`src/rtl/pipe_skid_reg_pkg.sv`:
```
// pipe_skid_reg_pkg: state encodings and shared widths for the skid stage
package pipe_skid_reg_pkg;
    typedef enum logic [1:0] {
        EMPTY = 2'b00,
        BUSY  = 2'b01,
        FULL  = 2'b11
    } state_t;
    localparam int DEF_WIDTH = 64;
    localparam int STALL_W = 16;
endpackage

```
`src/rtl/pipe_skid_reg_dffe_lo.sv`:
```
// dffe_lo: WIDTH-bit register with enable and asynchronous active-low clear
module dffe_lo #(
    parameter int WIDTH = 64
) (
    input  logic             clk,
    input  logic             clr,
    input  logic             en,
    input  logic [WIDTH-1:0] d,
    output logic [WIDTH-1:0] q
);
    always_ff @(posedge clk or negedge clr)
        if (!clr) q <= '0;
        else if (en) q <= d;
endmodule

```
`src/rtl/pipe_skid_reg.sv`:
```
// pipe_skid_reg: two-entry skid buffer decoupling in_ready from out_ready
module pipe_skid_reg
    import pipe_skid_reg_pkg::*;
#(
    parameter int WIDTH = DEF_WIDTH
) (
    input  logic               clk,
    input  logic               clr,
    input  logic               flush,
    input  logic               in_valid,
    output logic               in_ready,
    input  logic [WIDTH-1:0]   in_data,
    output logic               out_valid,
    input  logic               out_ready,
    output logic [WIDTH-1:0]   out_data,
    output logic [1:0]         occ,
    output logic [STALL_W-1:0] stall_cnt
);
    state_t state, state_nx;
    logic in_xfer, out_xfer, main_en, skid_en;
    logic [WIDTH-1:0] skid, main_d;
    assign out_valid = state != EMPTY;
    assign occ = {state == FULL, state == BUSY};
    assign in_xfer = in_valid & in_ready;
    assign out_xfer = out_valid & out_ready;
    assign main_d = state == FULL ? skid : in_data;
    always_comb begin
        state_nx = state;
        main_en = 1'b0;
        skid_en = 1'b0;
        case (state)
            EMPTY: begin
                main_en = in_xfer;
                state_nx = in_xfer ? BUSY : EMPTY;
            end
            BUSY: begin
                main_en = in_xfer & out_xfer;
                skid_en = in_xfer & ~out_xfer;
                state_nx = in_xfer ? (out_xfer ? BUSY : FULL) : (out_xfer ? EMPTY : BUSY);
            end
            FULL: begin
                main_en = out_ready;
                state_nx = out_ready ? BUSY : FULL;
            end
            default: state_nx = EMPTY;
        endcase
        // flush discards accepted input and leaves both data registers untouched
        if (flush) begin
            state_nx = EMPTY;
            main_en = 1'b0;
            skid_en = 1'b0;
        end
    end
    always_ff @(posedge clk or negedge clr)
        if (!clr) begin
            state <= EMPTY;
            in_ready <= 1'b1;
            stall_cnt <= '0;
        end else begin
            state <= state_nx;
            in_ready <= state_nx != FULL;
            if (out_valid && !out_ready && stall_cnt != '1) stall_cnt <= stall_cnt + 1'b1;
        end
    dffe_lo #(.WIDTH(WIDTH)) u_main (
        .clk(clk),
        .clr(clr),
        .en (main_en),
        .d  (main_d),
        .q  (out_data)
    );
    dffe_lo #(.WIDTH(WIDTH)) u_skid (
        .clk(clk),
        .clr(clr),
        .en (skid_en),
        .d  (in_data),
        .q  (skid)
    );
endmodule

```
`config.mk`:
```
export PLATFORM = sky130hd
export DESIGN_NAME = pipe_skid_reg
export DESIGN_NICKNAME = d
export VERILOG_FILES = /design/src/rtl/pipe_skid_reg_pkg.sv /design/src/rtl/pipe_skid_reg_dffe_lo.sv /design/src/rtl/pipe_skid_reg.sv
export SDC_FILE = /design/constraint.sdc
export NUM_CORES = 1
export LEC_CHECK = 0
export ABC_AREA = 0
export CORE_MARGIN = 1.5
export CORE_UTILIZATION = 50
export CTS_CLUSTER_DIAMETER = 120
export DETAILED_ROUTE_END_ITERATION = 8
export PLACE_DENSITY = 0.86
export SYNTH_ARGS = -nofsm -noshare
export SYNTH_HDL_FRONTEND = slang
export SYNTH_HIERARCHICAL = 1
export SYNTH_SLANG_ARGS = --single-unit
```
`constraint.sdc`:
```
create_clock -name clk -period 4.8 [get_ports clk]
set_input_delay 0.96 -clock clk [delete_from_list [all_inputs] [get_ports clk]]
set_output_delay 0.96 -clock clk [all_outputs]
set_load 0.02 [all_outputs]
```
* Word-level counts from Yosys, hierarchy flattened
Index checks and enable logic that the tools add are counted.
** Cells by class
- Bitwise gates (word level) :: 5
- Eq/ne operators :: 4
- Mux-type cells :: 12
- $add $sub $neg :: 1
- Reduce and logical (&&, ||, !) cells :: 5
** Operator list (count)
- $mux W64 :: 1
- $add A16 B1 Y16 const B :: 1
- $ne A16 B16 Y1 const B :: 1
- $mux W2 :: 4
- $pmux W2 S3 :: 1
- $mux W1 :: 5
- $and A1 B1 Y1 :: 4
- $pmux W1 S3 :: 1
- $eq A2 B1 Y1 const B :: 1
- $eq A2 B2 Y1 const B :: 1
- $logic_and A1 B1 Y1 :: 2
- $logic_not A2 Y1 :: 1
- $ne A2 B2 Y1 const B :: 1
- $reduce_bool A2 Y1 :: 1
- $logic_not A1 Y1 :: 1
- $not A1 Y1 :: 1
** Storage, ports and cells
- Flip-flop bits (word level) :: 147
- Input port bits :: 69
- Word-level logic and storage cells :: 32

* Longest topological paths before layout
Gate-level depths: netlist of run 1.
- Depth in word-level cells :: 7
- Depth in mapped cells :: 6
- Depth with buffers taken out :: 5

* Cells and area by module
The synthesis of run 1 kept the hierarchy.
** Modules (own cells, without submodules)
- dffe_lo :: cells an instance 135, area each 2678.8 um^2, seq. area each 1601.5 um^2, times used 2
- pipe_skid_reg :: cells an instance 159, area each 1701.6 um^2, seq. area each 476.7 um^2, times used 1

* Worst setup path after synthesis of run 1
No wires, ideal clock.
- Kind :: input to register
- From :: input in_valid
- To :: register u_main.q[10]
- Data required time :: 4.675 ns
- Stages on the path :: 5
- Data arrival time :: 1.936 ns
- Slack :: 2.739 ns
- Path buffers :: 2
- Cell sequence :: a21oi_1 -> a211oi_1 -> buf_6 -> buf_12 -> mux2_4
** On the way
- Word-level cells in the longest chain between the ends :: 4
** RTL lines
- start: declaration :: RTL line pipe_skid_reg.sv:10 : input logic in_valid,
- $and A1 B1 Y1 * :: RTL line pipe_skid_reg.sv:24 : assign in_xfer = in_valid & in_ready;
- $and A1 B1 Y1 :: RTL line pipe_skid_reg.sv:37 : main_en = in_xfer & out_xfer;
- $pmux W1 S3 * :: RTL line pipe_skid_reg.sv:31 : case (state)
- $mux W1 * :: RTL line pipe_skid_reg.sv:48 : if (flush) begin
- net main_en :: RTL line pipe_skid_reg.sv:20 : logic in_xfer, out_xfer, main_en, skid_en;
- end signal: assignment :: RTL line pipe_skid_reg_dffe_lo.sv:12 : if (!clr) q <= '0;
- end signal: assignment :: RTL line pipe_skid_reg_dffe_lo.sv:13 : else if (en) q <= d;
- end: declaration :: RTL line pipe_skid_reg_dffe_lo.sv:9 : output logic [WIDTH-1:0] q
The timed path passes the listed nets; every way through them passes the cells marked *.
A chain may end at the register's enable or synchronous reset.

* Worst setup path in the final report of run 1
- From :: register state[1]
- To :: output out_valid
** On the way
- Word-level cells in the longest chain between the ends :: 1
** RTL lines
- start: declaration :: RTL line pipe_skid_reg.sv:19 : state_t state, state_nx;
- start signal: assignment :: RTL line pipe_skid_reg.sv:60 : state <= state_nx;
- $reduce_bool A2 Y1 :: RTL line pipe_skid_reg.sv:22 : assign out_valid = state != EMPTY;
- end: declaration :: RTL line pipe_skid_reg.sv:13 : output logic out_valid,
Every way passes these cells.

==> reports/results.ini, run 1 <==
[logic_synthesis]
synth_edf_count=0
yosysWarnings=6
ys_ff_latch=147
synthDistinctLibCells=32
avgSynthCellArea_um2=16.5
ys_dominant_reg_cell=dfrtp_1
netlist_area_mm2=0.00706
async_flop_share_pct=100
synth_seq_area_share_pct=52.1
synthCells=429
synth_nets=499

[cts]
cts_buffers=17
clockBufferDepth=2
clk_latency_ns=0.42
cts_resized=0
cts_hold_buf=0
postCtsSetupBuffers=0
clk_pin_slew_ns=0.06
cts_tree=done
cts_root_buf=clkbuf_16
clkSinkCount=147
cts_max_level=4

[cells_and_area]
multi_input_area_mm2=0.00308
layout_common_cells=clkdlybuf4s50_1 (151), dfrtp_1 (146), mux2_4 (120)
insertedDiodeCount=0
utilization_pct=67.0
fin_nets=654
fillCellCount=934
drive_above_1_share_pct=40.4
area_delta_synth_final_pct=31.2
regArea_mm2=0.00368
mostFrequentLayoutCell=clkdlybuf4s50_1

[timing]
clock_skew_ns=0.0117
relSlewSlack_pct=24.9
worst_pin_slew_ns=1.13
fin_crit_sh_pct=57.4
finalHoldViolations=0
timing.hold.ws_ns=0.504
maxSlewViolCount=0
setup_viol=0
setup_tns_ns=0
layout_min_cycle_time_ns=2.75
clock.fmax_mhz=363
rsz0062_at_grt=no

[worst_setup_path]
crit_chain=or2_2 -> clkdlybuf4s50_1
cp-end-kind=output port
r2r_setup_slack_ns=2.61
required_ns=3.84
r2r_end=u_main/q[61]
rr_worst_depth=4
cp-startpoint=state[1]
critPathSlowestCell=clkdlybuf4s50_1
cp_max_fo=7
slowest_delay_ns=0.55
cp-start-kind=register
critical-path-top-delay-family=buffers and inverters
worstPathArrival_ns=1.79
critPathKind=reg -> out
critical_path_buf_inv_count=1
timing.rr.start=state[1]

[pwr]
ir_drop_uv=312
swShare_pct=25.8
p_leak_uw=0.00405
switchingPower_uw=1130
p_int_uw=3230
total_power_uw=4360
pwr-share-comb_pct=24.9
power_density_mw_per_mm2=471
pwr-share-seq_pct=39.4
power.share.clock_pct=35.6

[global_routing]
track_usage_pct=21.1
grt_max_degree=123
grt_pass1_vias=4512
antenna_found_initial=0
overflow=0
grt_pass1_wl_um=23800

[worst_hold_path]
hold_class=reg -> reg
hold_depth=1
holdPathEnd=u_skid/q[63]
min_from=u_skid/q[63]

[route]
drcViolationCount=0
routedWlPerCell_um=19.1
drt_first_iter_violations=175
viasPerCell=5.35
wl_um=14800
firstDrtPassIters=4
ant_nets=0
routed-via-count=4156

[placed_design]
numPortBuffers=152
routabilityCongestion=0.794
hpwlAfterDp_um=9220

[floorplan]
rows=43
die_x_um=122
dieArea_mm2=0.0148
fp.coreArea_mm2=0.0138
io_pins=153
start_util_pct=51.1
fp.dieH_um=122

[job]
drv_cap=0

[run_status]
status=completed

cell usage after synthesis (2+ instances only):
| cell | number | area share [%] |
|---|---|---|
| buf_2 | 7 | 0.50 |
| mux2_4 | 120 | 26 |
| or2_2 | 2 | 0.18 |
| o21a_1 | 2 | 0.21 |
| inv_1 | 4 | 0.21 |
| a21oi_1 | 4 | 0.28 |
| nor4_2 | 2 | 0.35 |
| xnor2_1 | 10 | 1.2 |
| nor2_1 | 3 | 0.16 |
| buf_6 | 3 | 0.48 |
| dfrtp_1 | 146 | 52 |
| mux2_2 | 73 | 12 |
| nand4_1 | 8 | 0.71 |
| nand2_1 | 8 | 0.43 |
| and3_1 | 3 | 0.27 |
| nand3_1 | 5 | 0.35 |
| buf_12 | 12 | 3.4 |
| and4_1 | 3 | 0.37 |
registers in the layout, summed over array words and instances, names as in the netlist:
signal / cells
u_main/q: 64
u_skid/q: 64
stall_cnt: 16
state: 2
in_ready: 1
area by class of cell:
cell class	instances	area share, %
clock buffer	18	4.74
multi-input combinational	256	33.2
clock inverter	14	2.78
tap	180	2.43
timing repair buffer	158	16.9
sequential	147	39.7
inverter	4	0.162
cells by family after synthesis:
family                   count (synthesis)  share of synthesized area (%)
multiplexers                           194                           37.3
flip-flops                             147                           52.1
XOR/XNOR                                11                           1.36
AO/OA/AOI/OAI                           12                           1.21
buffers and inverters                   26                           4.59
adder cells (fa/ha/maj)                  1                          0.177
AND/OR/NAND/NOR                         38                           3.23
worst max-delay path by stage:
stage                        end  slack [ns]  cells after the start
finish                 out_valid        2.05                      2
global route           out_valid        2.00                      2
CTS                    out_valid        2.03                      2
detailed placement   u_skid/q[0]        1.72                      6
global placement     u_skid/q[0]        1.79                      6
floorplan           u_main/q[10]        2.74                      5
power groups by stage:
stage                     logic [uW]  registers, uW  clock network (uW)
after floorplan                  489           1860                   0
after global placement          1060           1720                   0
after detailed placement        1080           1730                   0
after CTS                       1100           1720                1580
after global routing            1150           1750                1640
final                           1090           1720                1550
per-stage QoR:
stage / instances / instance area (um^2) / setup WS (ns)
finish: 777 / 9260 / 2.05
global route: 777 / 9260 / 2.00
CTS: 777 / 9260 / 2.03
detailed placement: 745 / 8570 / 1.72
global placement: 745 / 8570 / 1.79
floorplan: 429 / 7060 / 2.74
metal layers:
metal | GRT usage (%) | up-vias | routed length (um)
met3 | 5.71 | 21 | 776
met4 | 8.24 | 0 | 264
met2 | 33.6 | 132 | 7230
met5 | 0 | - | 0
met1 | 27.4 | 2149 | 6570
li1 | - | 1854 | -
(Power assumes the default switching activity.)
==> run 2: changes to the inputs <==
Clock period 4.8 ns to 2.6 ns, I/O delays scaled along.
==> run 2 against run 1 <==
Non-clock buffer count grew 2. Global-route usage shrank 0.53 points. Via count shrank 1.3%. Setup slack lost 1.8 ns. Critical path type unchanged. Final cell count is the same. Total power grew 71%. Final area shrank 0.47%. Highest routed layer unchanged.
==> reports/results.ini, run 2 (synthesis gave the netlist of run 1 again) <==
[pwr]
ir_drop_uv=514  ; was 312 uV
p_leak_uw=0.00402  ; was 0.00405 uW
total_power_uw=7460  ; was 4360 uW
power_density_mw_per_mm2=809  ; was 471 mW/mm^2

[floorplan]
io_pins=153  ; unchanged
fp.coreArea_mm2=0.0138  ; unchanged
fp.dieH_um=122  ; unchanged
start_util_pct=51.1  ; unchanged
dieArea_mm2=0.0148  ; unchanged
rows=43  ; unchanged
die_x_um=122  ; unchanged

[cts]
cts_resized=0  ; unchanged
postCtsSetupBuffers=0  ; unchanged
cts_buffers=17  ; unchanged
clk_pin_slew_ns=0.05  ; was 0.06 ns
clockBufferDepth=2  ; unchanged
clkSinkCount=147  ; unchanged
cts_tree=done  ; unchanged
cts_max_level=4  ; unchanged
clk_latency_ns=0.41  ; was 0.42 ns
cts_root_buf=clkbuf_16  ; unchanged
cts_hold_buf=0  ; unchanged

[timing]
setup_viol=0  ; unchanged
finalHoldViolations=0  ; unchanged
timing.hold.ws_ns=0.187  ; was 0.504 ns
fin_crit_sh_pct=89.0
clock_skew_ns=0.00753  ; was 0.0117 ns
rsz0062_at_grt=no  ; unchanged
maxSlewViolCount=0  ; unchanged
setup_tns_ns=0  ; unchanged
layout_min_cycle_time_ns=2.31
clock.fmax_mhz=432
worst_pin_slew_ns=0.807  ; was 1.13 ns
relSlewSlack_pct=46.2  ; was 24.9%

[cells_and_area]
largest_registers=u_main/q x64, u_skid/q x64, stall_cnt x16  ; unchanged
design_area_mm2=0.00922  ; was 0.00926 mm^2
mostFrequentLayoutCell=clkdlybuf4s50_1  ; unchanged
utilization_pct=66.7  ; was 67.0%
multi_input_area_mm2=0.00308  ; unchanged
area_delta_synth_final_pct=30.6  ; was 31.2%
regArea_mm2=0.00368  ; unchanged
fin_nets=656  ; was 654
drive_above_1_share_pct=39.5  ; was 40.4%
insertedDiodeCount=0  ; unchanged
fillCellCount=949  ; was 934
layout_common_cells=clkdlybuf4s50_1 (151), dfrtp_1 (146), mux2_4 (120)  ; unchanged

[placed_design]
routabilityCongestion=0.838  ; was 0.794
hpwlAfterDp_um=9370  ; was 9220 um
numPortBuffers=152  ; unchanged
place_area_mm2=0.00868  ; was 0.00857 mm^2

[worst_setup_path]
critPathKind=reg -> out  ; unchanged
worstPathArrival_ns=1.79  ; about the same
required_ns=2.08  ; was 3.84 ns
cp-start-kind=register  ; unchanged
cp-end-kind=output port  ; unchanged
cp_max_fo=7  ; unchanged

[route]
drt_first_iter_violations=168  ; was 175
firstDrtPassIters=4  ; unchanged
drcViolationCount=0  ; unchanged
ant_nets=0  ; unchanged
routedWlPerCell_um=18.8  ; was 19.1 um
viasPerCell=5.28  ; was 5.35
routed-via-count=4101  ; was 4156
wl_um=14600  ; was 14800 um

[global_routing]
track_usage_pct=20.5  ; was 21.1%
grt_max_degree=148  ; was 123
overflow=0  ; unchanged
grt_pass1_wl_um=23400  ; was 23800 um
grt_pass1_vias=4497  ; was 4512
antenna_found_initial=0  ; unchanged

[run_status]
status=completed  ; unchanged

[worst_hold_path]
hold_class=in -> async  ; was reg -> reg

[job]
drv_cap=0  ; unchanged

run 2: changes by cell type in the layout (fill, tap and decap cells not counted), sizes merged:
cell / delta
clkinv: -2
buf: +2
clkinvlp: -1
clkbuf: +7
bufinv: -6
run 2: final cells by class:
| cell class | instances | area share [%] |
|---|---|---|
| Clock buffer | 25 | 5.27 |
| Clock inverter | 5 | 0.570 |
| Inverter | 4 | 0.163 |
| Multi-Input combinational cell | 256 | 33.4 |
| Sequential cell | 147 | 39.9 |
| Tap cell | 180 | 2.44 |
| Timing Repair Buffer | 160 | 18.3 |
run 2: power breakdown:
group	switching (uW)	internal [uW]	total [uW]
combinational	765	1250	2020
clock	889	1380	2270
sequential	356	2820	3170
run 2: critical path, stage by stage (launching register included):
cell             delay [ns]
dfrtp_1                0.46
or2_2                  0.38
clkdlybuf4s50_1        0.55
run 2: final timing paths:
| check | slack, ns | start | end | cells after the start |
|---|---|---|---|---|
| hold / removal | 0.19 | clr | u_skid/q[13] | 2 |
| setup / recovery | 0.29 | state[1] | out_valid | 2 |
| hold reg to reg | 0.50 | u_skid/q[63] | u_skid/q[63] | 1 |
| setup reg to reg | 0.62 | state[1] | u_main/q[0] | 5 |
| max in group asynchronous | 1.79 | clr | u_skid/q[63] | 2 |
| min in group clk | 0.50 | u_skid/q[63] | u_skid/q[63] | 1 |
run 2: metrics by stage:
stage	instances	worst slack, ns
floorplan	429	0.777
global placement	747	0.288
detailed placement	747	0.243
CTS	777	0.282
global route	777	0.245
finish	777	0.286
run 2: layer usage:
metal  vias to the layer above  track usage [%]  wire (um)
li1                       1862                -          -
met1                      2101             26.6       6490
met2                       119             32.7       7090
met3                        19             5.90        765
met4                         0             7.87        243
met5                         -                0          0
